### config.mk
export PLATFORM = sky130hd
export DESIGN_NAME = sand_scheduler
export DESIGN_NICKNAME = d
export VERILOG_FILES = /design/src/rtl/sand_scheduler.sv
export SDC_FILE = /design/constraint.sdc
export NUM_CORES = 1
export LEC_CHECK = 0
export BUFFER_PORTS_ARGS = -buffer_cell sky130_fd_sc_hd__buf_4
export CAP_MARGIN = 20
export CELL_PAD_IN_SITES_DETAIL_PLACEMENT = 0
export CELL_PAD_IN_SITES_GLOBAL_PLACEMENT = 2
export CORE_MARGIN = 2
export CORE_UTILIZATION = 33
export CTS_CLUSTER_DIAMETER = 150
export CTS_CLUSTER_SIZE = 12
export DETAILED_ROUTE_END_ITERATION = 7
export MAX_ROUTING_LAYER = met4
export PLACE_DENSITY_LB_ADDON = 0.12
export SKIP_LAST_GASP = 1
export SLEW_MARGIN = 10
export SYNTH_ARGS = -nofsm -noshare
export SYNTH_HDL_FRONTEND = slang
export SYNTH_SLANG_ARGS = --single-unit
### constraint.sdc
create_clock -name clk -period 11.3 [get_ports clk]
set_input_delay 0 -clock clk [delete_from_list [all_inputs] [get_ports clk]]
set_output_delay 0 -clock clk [all_outputs]
set_load 0.005 [all_outputs]
### src/rtl/sand_scheduler.sv
// Frame sequencer for the sand updater: sweeps the playfield bottom-up, one 16-pixel word at a time.
// Optional SAND_SCHED_ALTDIR_EN: alternate the column direction on every other frame.
module sand_scheduler #(
    parameter int WORDS_PER_ROW = 40,
    parameter int ROWS          = 480,
    parameter int ADDR_W        = 15
) (
    input  logic              clk,
    input  logic              reset_n,
    input  logic              start,
    output logic              busy,
    output logic              done,
    output logic              mem_req,
    input  logic              mem_gnt,
    output logic              mem_we,
    output logic [ADDR_W-1:0] mem_addr,
    output logic [31:0]       mem_wdata,
    input  logic [31:0]       mem_rdata,
    output logic [31:0]       upd_region,
    output logic [31:0]       upd_floor,
    output logic              upd_screenbegin,
    output logic              upd_screenend,
    output logic              upd_docalc,
    input  logic [31:0]       upd_new_region,
    input  logic [31:0]       upd_new_floor
);

    localparam int COL_W = (WORDS_PER_ROW > 1) ? $clog2(WORDS_PER_ROW) : 1;
    localparam int ROW_W = (ROWS > 1) ? $clog2(ROWS) : 1;
    localparam logic [COL_W-1:0] COL_LAST = COL_W'(WORDS_PER_ROW - 1);

    typedef enum logic [2:0] {
        S_IDLE, S_RD_R, S_RD_F, S_CAP, S_WR_F, S_WR_R, S_NEXT, S_DONE
    } state_t;

    state_t            r_state;
    logic [ROW_W-1:0]  r_row;
    logic [COL_W-1:0]  r_col;
    logic              r_first;
    logic              r_busy;
    logic              r_done;
    logic              r_req;
    logic              r_we;
    logic              r_docalc;
    logic [ADDR_W-1:0] r_addr;
    logic [31:0]       r_region;
    logic [31:0]       r_floor;

    logic              w_rev;
    logic              w_row_end;
    logic              w_last;
    logic [COL_W-1:0]  w_col_first;
    logic [ROW_W-1:0]  w_nxt_row;
    logic [COL_W-1:0]  w_nxt_col;
    logic [ADDR_W-1:0] w_nxt_addr;
    logic [ADDR_W-1:0] w_addr_r;
    logic [ADDR_W-1:0] w_addr_f;

    function automatic logic [ADDR_W-1:0] calc_addr(input logic [ROW_W-1:0] row,
                                                    input logic [COL_W-1:0] col);
        calc_addr = ADDR_W'(row) * ADDR_W'(WORDS_PER_ROW) + ADDR_W'(col);
    endfunction

`ifdef SAND_SCHED_ALTDIR_EN
    logic r_parity;

    // Frame parity: odd frames sweep each row right to left.
    always_ff @(posedge clk or negedge reset_n) begin
        if (!reset_n) begin
            r_parity <= 1'b0;
        end else if (r_state == S_DONE) begin
            r_parity <= ~r_parity;
        end
    end

    assign w_rev = r_parity;
`else
    assign w_rev = 1'b0;
`endif

    // Next word position; the row==0 test happens before any decrement so the row never wraps.
    always_comb begin
        w_col_first = w_rev ? COL_LAST : {COL_W{1'b0}};
        w_row_end   = w_rev ? (r_col == {COL_W{1'b0}}) : (r_col == COL_LAST);
        w_last      = w_row_end && (r_row == {ROW_W{1'b0}});
        if (r_state == S_IDLE) begin
            w_nxt_row = ROW_W'(ROWS - 2);
            w_nxt_col = w_col_first;
        end else if (w_row_end) begin
            w_nxt_row = r_row - ROW_W'(1);
            w_nxt_col = w_col_first;
        end else begin
            w_nxt_row = r_row;
            w_nxt_col = w_rev ? (r_col - COL_W'(1)) : (r_col + COL_W'(1));
        end
        w_nxt_addr = calc_addr(w_nxt_row, w_nxt_col);
        w_addr_r   = calc_addr(r_row, r_col);
        w_addr_f   = w_addr_r + ADDR_W'(WORDS_PER_ROW);
    end

    // Sweep FSM; every bus output is registered and held while a request waits for its grant.
    always_ff @(posedge clk or negedge reset_n) begin
        if (!reset_n) begin
            r_state  <= S_IDLE;
            r_row    <= {ROW_W{1'b0}};
            r_col    <= {COL_W{1'b0}};
            r_first  <= 1'b0;
            r_busy   <= 1'b0;
            r_done   <= 1'b0;
            r_req    <= 1'b0;
            r_we     <= 1'b0;
            r_docalc <= 1'b0;
            r_addr   <= {ADDR_W{1'b0}};
            r_region <= 32'd0;
            r_floor  <= 32'd0;
        end else begin
            case (r_state)
                S_IDLE: begin
                    if (start) begin
                        r_row   <= w_nxt_row;
                        r_col   <= w_nxt_col;
                        r_busy  <= 1'b1;
                        r_req   <= 1'b1;
                        r_we    <= 1'b0;
                        r_addr  <= w_nxt_addr;
                        r_state <= S_RD_R;
                    end
                end
                S_RD_R: begin
                    if (mem_gnt) begin
                        r_addr  <= w_addr_f;
                        r_first <= 1'b1;
                        r_state <= S_RD_F;
                    end
                end
                S_RD_F: begin
                    // Region data returns exactly once, in the first cycle here, granted or not.
                    r_first <= 1'b0;
                    if (r_first) begin
                        r_region <= mem_rdata;
                    end
                    if (mem_gnt) begin
                        r_req   <= 1'b0;
                        r_state <= S_CAP;
                    end
                end
                S_CAP: begin
                    r_floor  <= mem_rdata;
                    r_req    <= 1'b1;
                    r_we     <= 1'b1;
                    r_docalc <= 1'b1;
                    r_state  <= S_WR_F;
                end
                S_WR_F: begin
                    if (mem_gnt) begin
                        r_addr  <= w_addr_r;
                        r_state <= S_WR_R;
                    end
                end
                S_WR_R: begin
                    if (mem_gnt) begin
                        r_req    <= 1'b0;
                        r_we     <= 1'b0;
                        r_docalc <= 1'b0;
                        r_state  <= S_NEXT;
                    end
                end
                S_NEXT: begin
                    if (w_last) begin
                        r_col   <= {COL_W{1'b0}};
                        r_busy  <= 1'b0;
                        r_done  <= 1'b1;
                        r_state <= S_DONE;
                    end else begin
                        r_row   <= w_nxt_row;
                        r_col   <= w_nxt_col;
                        r_req   <= 1'b1;
                        r_addr  <= w_nxt_addr;
                        r_state <= S_RD_R;
                    end
                end
                S_DONE: begin
                    r_done  <= 1'b0;
                    r_state <= S_IDLE;
                end
                default: begin
                    r_state <= S_IDLE;
                end
            endcase
        end
    end

    // Write data follows the updater, whose inputs are frozen while a write waits for its grant.
    always_comb begin
        case (r_state)
            S_WR_F:  mem_wdata = upd_new_floor;
            S_WR_R:  mem_wdata = upd_new_region;
            default: mem_wdata = 32'd0;
        endcase
    end

    assign busy            = r_busy;
    assign done            = r_done;
    assign mem_req         = r_req;
    assign mem_we          = r_we;
    assign mem_addr        = r_addr;
    assign upd_region      = r_region;
    assign upd_floor       = r_floor;
    assign upd_docalc      = r_docalc;
    assign upd_screenbegin = (r_col == {COL_W{1'b0}});
    assign upd_screenend   = (r_col == COL_LAST);

endmodule

==> flow_metrics.env, run 1 <==
export IMPL_cts_tree="yes"
export IMPL_end_kind="register"
export IMPL_path_clk_slew_ns=0.08
export IMPL_fin_tns_setup_ns=0
export IMPL_worst_path_buf_inv=0
export IMPL_finalHoldViolCount=0
export IMPL_drv_slew=0
export IMPL_p_total_mw=2.574
export IMPL_grt_ovfl_total=0
export IMPL_synth_area_top_cells="dfrtp_1 (41%), mux2_2 (12%), ha_1 (7.5%)"
export IMPL_synthFlopType="dfrtp_1"
export IMPL_mappedNetlistArea_sq_um=6320
export IMPL_r2r_start="r_col[0]"
export IMPL_place_gp_congestion=0.9057
export IMPL_clk_latency_ns=0.35
export IMPL_ant_nets=0
export IMPL_drc_errors=0
export IMPL_worst_ep_required_time_ns=11.53
export IMPL_crit_top_cell="ha_1"
export IMPL_fin_crit_ns=4.706
export IMPL_cts_max_level=3
export IMPL_vias=5801
export IMPL_r2r_cells=16
export IMPL_post_cts_buffers=0
export IMPL_dr_pass1_iters=5
export IMPL_area_growth_pct=40.03
export IMPL_post_drt_via_cell_ratio=5.231
export IMPL_crit_fanout=7
export IMPL_die_x_microns=142.4
export IMPL_start_kind="register"
export IMPL_grt_use_total=0.2019
export IMPL_status="finished clean"
export IMPL_r2r_slack_ns=6.59
export IMPL_critPathTopFamily="simple AND/OR/NAND/NOR gates"
export IMPL_grt_max_degree=74
export IMPL_io_pins=218
export IMPL_fmax_mhz=212.5
export IMPL_dieHeight_microns=142.4
export IMPL_wl_per_cell_microns=18.03
export IMPL_die_area_sq_um=20270
export IMPL_yosysTopAreaCellShare=0.4078
export IMPL_rows=50
export IMPL_ys_seq_elements=103
export IMPL_rsz0062_at_grt="false"
export IMPL_slew_headroom=0.3965
export IMPL_clockBufferDepth=2
export IMPL_final_core_util=0.4715
export IMPL_drv_cap=0
export IMPL_regArea_sq_um=2577
export IMPL_routed_wl_microns=20000
export IMPL_first_iter_violations=258
export IMPL_slowest_delay_ns=0.56
export IMPL_period_share=0.4164
export IMPL_fin_nets=1012
export IMPL_ir_drop_v=0.0001032
export IMPL_arrival_ns=4.94
export IMPL_syn_avg_cell_area_sq_um=10.11
export IMPL_worstSetupPathType="reg2reg"
export IMPL_antenna_cells=0
export IMPL_leakagePower_nw=4.033
export IMPL_numClockSinks=103
export IMPL_synth_nets=767
export IMPL_power_density_nw_per_um2=290.9
export IMPL_worstReg2RegEnd="mem_addr[13]"
export IMPL_port_buffers=217
export IMPL_synth_top_area_cell="dfrtp_1"
export IMPL_core_sq_um=18770
export IMPL_cts_inserted_buffers=9
export IMPL_grt_pass1_vias=6019
export IMPL_hpwl_microns=15890
export IMPL_fillers=1736
export IMPL_antenna_found_initial=0
export IMPL_crit_chain="ha_1 > nand4_1 > or4_1 > xor2_1 > nand2_1 > ha_1 > ha_1 > fa_1 > a211oi_1 > nor2_1 > xor2_1 > and3_1 > and3_1 > xnor3_1 > a221oi_2 > a2bb2oi_1"
export IMPL_drive_gt1_frac=0.3634
export IMPL_ys_warn_count=0
export IMPL_cts_resized=0
export IMPL_cts_root_buf="clkbuf_16"
export IMPL_grt_pass1_wl_microns=30670
export IMPL_start_util=0.3367
export IMPL_skew_ns=0.008674
export IMPL_synth_edf_count=0
export IMPL_synthDistinctLibCells=64
export IMPL_synth_yosys_seq_area_share=0.4078
export IMPL_worst_slew_pin_slew_ns=0.9052
export IMPL_multi_input_area_sq_um=3568
export IMPL_postSynthCellCount=625
export IMPL_hold_path_class="in2async"
export IMPL_setup_viol=0
export IMPL_cpMaxStageDelayCell="or4_1"
export IMPL_synth_async_reset_ratio=1.000
## final cells by class
type / instances / area share
clock buffers: 9 / 0.02545
clock inverters: 7 / 0.008342
inverters: 19 / 0.008200
multi-input cells: 477 / 0.4032
flip-flops and latches: 103 / 0.2912
well taps: 234 / 0.03308
repair buffers: 260 / 0.2305
## power by group
part | switching, mW | internal (mW) | total [mW]
registers | 0.131 | 0.540 | 0.671
clock network | 0.158 | 0.157 | 0.315
logic | 0.816 | 0.772 | 1.59
## worst register-to-register path, delay by kind of cell, from the launching register on
| kind | cells | cell delay, ns |
|---|---|---|
| compound gates | 3 | 0.74 |
| xor+xnor | 3 | 0.68 |
| fa+ha+maj | 4 | 1.25 |
| flops | 1 | 0.41 |
| simple gates | 6 | 1.51 |
## repair_timing
item,4_1_cts,5_1_grt
hold buffers,35,0
setup endpoints to repair,0,0
hold endpoints to repair,98,0
## state kept, by name, summed over array words and instances (netlist names), 3 cells and up
name and count:
mem_addr 15, r_col 6, r_row 9, r_state 3, upd_floor 32, upd_region 32
## through the flow
stage / hold WS, ns / cell area (sq um) / cells / setup slack [ns]
2_1_floorplan: -0.2956 / 6320 / 625 / 7.235
3_3_place_gp: -0.01421 / 8200 / 1058 / 6.815
3_5_place_dp: -0.004110 / 8200 / 1058 / 6.619
4_1_cts: 0.1624 / 8850 / 1109 / 6.591
5_1_grt: 0.1838 / 8850 / 1109 / 6.268
6_report: 0.1587 / 8850 / 1109 / 6.594
## cell families after synthesis
kind of cell             count (synthesis)  synth area share
AO/OA/AOI/OAI                          153            0.1663
flip-flops                             103            0.4078
AND/OR/NAND/NOR                        177            0.1358
buffers and inverters                   45           0.02831
multiplexers                            67            0.1190
adder cells (fa/ha/maj)                 42           0.08790
XOR/XNOR                                38           0.05484
## synth_stat cells, drive strengths merged (3+ instances only)
library cell    n
or3             3
nor3           16
fa              4
nand4           6
xnor2          20
ha             38
nand3          16
a31oi           9
buf             5
a22o           33
mux2           65
o21ai          40
nand2b          6
o22ai           4
nor2b           4
xor2           17
nor4            3
o211ai          4
dfrtp         103
and3            5
and2            3
clkbuf         21
a21oi          25
a221oi          4
or4             3
inv            18
nor2           45
o2111ai         3
nor3b           3
nand2          57
a211oi          8
## per-layer routing
metal	routed length, microns	global-route usage	vias up
met1	7543	0.2100	2799
li1	-	-	2787
met4	663	0.08181	0
met5	0	-	-
met2	10940	0.3799	184
met3	849	0.03096	31
## worst max-delay path by stage
| stage | cells past startpoint | startpoint | slack (ns) | endpoint |
|---|---|---|---|---|
| floorplan | 16 | r_col[0] | 7.24 | mem_addr[13] |
| global placement | 16 | r_col[1] | 6.82 | mem_addr[13] |
| detailed placement | 16 | r_col[1] | 6.62 | mem_addr[13] |
| CTS | 16 | r_col[1] | 6.59 | mem_addr[13] |
| global route | 16 | r_col[1] | 6.27 | mem_addr[13] |
| finish | 16 | r_col[0] | 6.59 | mem_addr[13] |
## cells in the final DEF (no fill, tap or decap), drive strengths merged, types with 25 or more instances in the layout
master / instances
buf: 225
dfrtp: 103
mux2: 65
nand2: 57
nor2: 45
o21ai: 40
ha: 38
dlygate4sd3: 35
a22o: 33
a21oi: 25
Power figures use the tool's default switching activity.
==> inputs of run 2 (changes only) <==
--- a/config.mk
+++ b/config.mk
@@ -10,7 +10,7 @@
 export CELL_PAD_IN_SITES_DETAIL_PLACEMENT = 0
 export CELL_PAD_IN_SITES_GLOBAL_PLACEMENT = 2
 export CORE_MARGIN = 2
-export CORE_UTILIZATION = 33
+export CORE_UTILIZATION = 30
 export CTS_CLUSTER_DIAMETER = 150
 export CTS_CLUSTER_SIZE = 12
 export DETAILED_ROUTE_END_ITERATION = 7
==> constraint.sdc (replaced) <==
create_clock -name clk -period 4.9 [get_ports clk]
set_input_delay 0 -clock clk [delete_from_list [all_inputs] [get_ports clk]]
set_output_delay 0 -clock clk [all_outputs]
set_load 0.005 [all_outputs]
==> run 2 against run 1 <==
Compared with the run above: clock skew grew 0.00067 ns; combinational power grew 140%; total power grew 130%; clock power grew 140%; routed wire length shrank 2.1%; via count shrank 0.79%; critical path depth is the same; sequential cell count is the same; global-route usage shrank 1.6 points; final cell count grew 4.3%; core utilization shrank 3.9 points.
==> flow_metrics.env, run 2 (synthesis gave the netlist of run 1 again) <==
export IMPL_status="finished clean"
export IMPL_slew_headroom=0.4848
export IMPL_worst_slew_pin_slew_ns=0.7700
export IMPL_layout_common_cells="buf_4 (230), dfrtp_1 (103), mux2_2 (65)"
export IMPL_cts_max_level=3
export IMPL_drive_gt1_frac=0.3696
export IMPL_clk_latency_ns=0.36
export IMPL_ir_drop_v=0.0002034
export IMPL_rsz0062_at_grt="false"
export IMPL_post_cts_buffers=0
export IMPL_drv_cap=0
export IMPL_first_iter_violations=332
export IMPL_end_kind="register"
export IMPL_fmax_mhz=225.3
export IMPL_worst_ep_required_time_ns=5.13
export IMPL_start_kind="register"
export IMPL_slowest_delay_ns=0.50
export IMPL_die_area_sq_um=22240
export IMPL_critPathTopFamily="simple AND/OR/NAND/NOR gates"
export IMPL_crit_start="r_col[0]"
export IMPL_p_total_mw=6.039
export IMPL_post_drt_via_cell_ratio=4.974
export IMPL_cts_root_buf="clkbuf_16"
export IMPL_fin_tns_setup_ns=0
export IMPL_worstSetupPathType="reg2reg"
export IMPL_hold_path_class="in2async"
export IMPL_grt_pass1_vias=5855
export IMPL_wl_per_cell_microns=16.92
export IMPL_area_growth_pct=42.51
export IMPL_layout_commonest_cell="buf_4"
export IMPL_dr_pass1_iters=4
export IMPL_pre_cts_ws_ns=0.5254
export IMPL_fin_nets=1019
export IMPL_antenna_found_initial=0
export IMPL_r2r_start="r_col[0]"
export IMPL_grt_ovfl_total=0
export IMPL_power_density_nw_per_um2=670.6
export IMPL_start_util=0.3035
export IMPL_clockBufferDepth=2
export IMPL_setup_ws_ns=0.4605
export IMPL_core_sq_um=20820
export IMPL_setup_viol=0
export IMPL_final_area_sq_um=9006
export IMPL_finalHoldViolCount=0
export IMPL_grt_pass1_wl_microns=31150
export IMPL_crit_chain="ha_1 > nand4_1 > or4_1 > xor2_1 > nand2_1 > ha_1 > ha_1 > fa_1 > a211oi_1 > nor2_1 > xor2_1 > and3_1 > and3_1 > xnor3_1 > a221oi_2 > a2bb2oi_1"
export IMPL_routed_wl_microns=19580
export IMPL_place_gp_congestion=0.8138
export IMPL_port_buffers=217
export IMPL_cts_inserted_buffers=9
export IMPL_leakagePower_nw=4.094
export IMPL_period_share=0.9060
export IMPL_drv_slew=0
export IMPL_worst_path_buf_inv=0
export IMPL_io_pins=218
export IMPL_vias=5755
export IMPL_rows=53
export IMPL_whs_ns=0.09397
export IMPL_drc_errors=0
export IMPL_grt_use_total=0.1857
export IMPL_crit_fanout=6
export IMPL_cts_tree="yes"
export IMPL_dpl_instance_area_sq_um=8308
export IMPL_antenna_cells=0
export IMPL_fin_crit_ns=4.439
export IMPL_cpMaxStageDelayCell="or4_1"
export IMPL_dieHeight_microns=149.1
export IMPL_numClockSinks=103
export IMPL_hpwl_microns=15300
export IMPL_grt_max_degree=85
export IMPL_path_clk_slew_ns=0.07
export IMPL_fillers=2004
export IMPL_ant_nets=0
export IMPL_arrival_ns=4.67
export IMPL_crit_top_cell="ha_1"
export IMPL_skew_ns=0.009342
export IMPL_die_x_microns=149.1
==> run 2: power breakdown <==
group	switching (mW)	leakage [nW]	internal [mW]
clock	0.357	0.157	0.413
sequential	0.272	1.21	1.25
combinational	1.94	2.72	1.81
==> run 2: final timing paths <==
path                                end  slack, ns  cells after the start
max                        mem_addr[13]       0.46                     16
min                            r_row[6]       0.09                      2
max reg2reg                mem_addr[13]       0.46                     16
min reg2reg                 mem_addr[5]       0.48                      2
max in group asynchronous   mem_addr[6]       3.82                      4
min in group clk           mem_wdata[6]       0.28                      3
==> run 2: cell type report <==
cell class,count,area [sq um],share of cell area
inverters,19,72.57,0.008058
flip-flops and latches,103,2577,0.2862
well taps,275,344.1,0.03821
clock inverters,7,95.09,0.01056
multi-input cells,477,3572,0.3966
clock buffers,9,225.2,0.02501
repair buffers,267,2120,0.2353
==> run 2: metrics by stage <==
stage                 util  std cells
floorplan                -        625
global placement    0.3983       1104
detailed placement  0.3990       1105
CTS                 0.4312       1156
global route        0.4325       1157
finish              0.4325       1157
==> run 2: what timing repair did <==
item                                    CTS  global route
endpoints found under the setup margin    0             0
hold buffers                             35             0
hold endpoints to repair                 87             0
gates resized for setup                   0             0
==> run 2: routing by layer <==
| metal | up-vias | track usage | wire length (microns) |
|---|---|---|---|
| met3 | 24 | 0.02875 | 894 |
| met5 | - | - | 0 |
| li1 | 2811 | - | - |
| met1 | 2731 | 0.2247 | 8228 |
| met4 | 0 | 0.06095 | 448 |
| met2 | 189 | 0.3175 | 10010 |
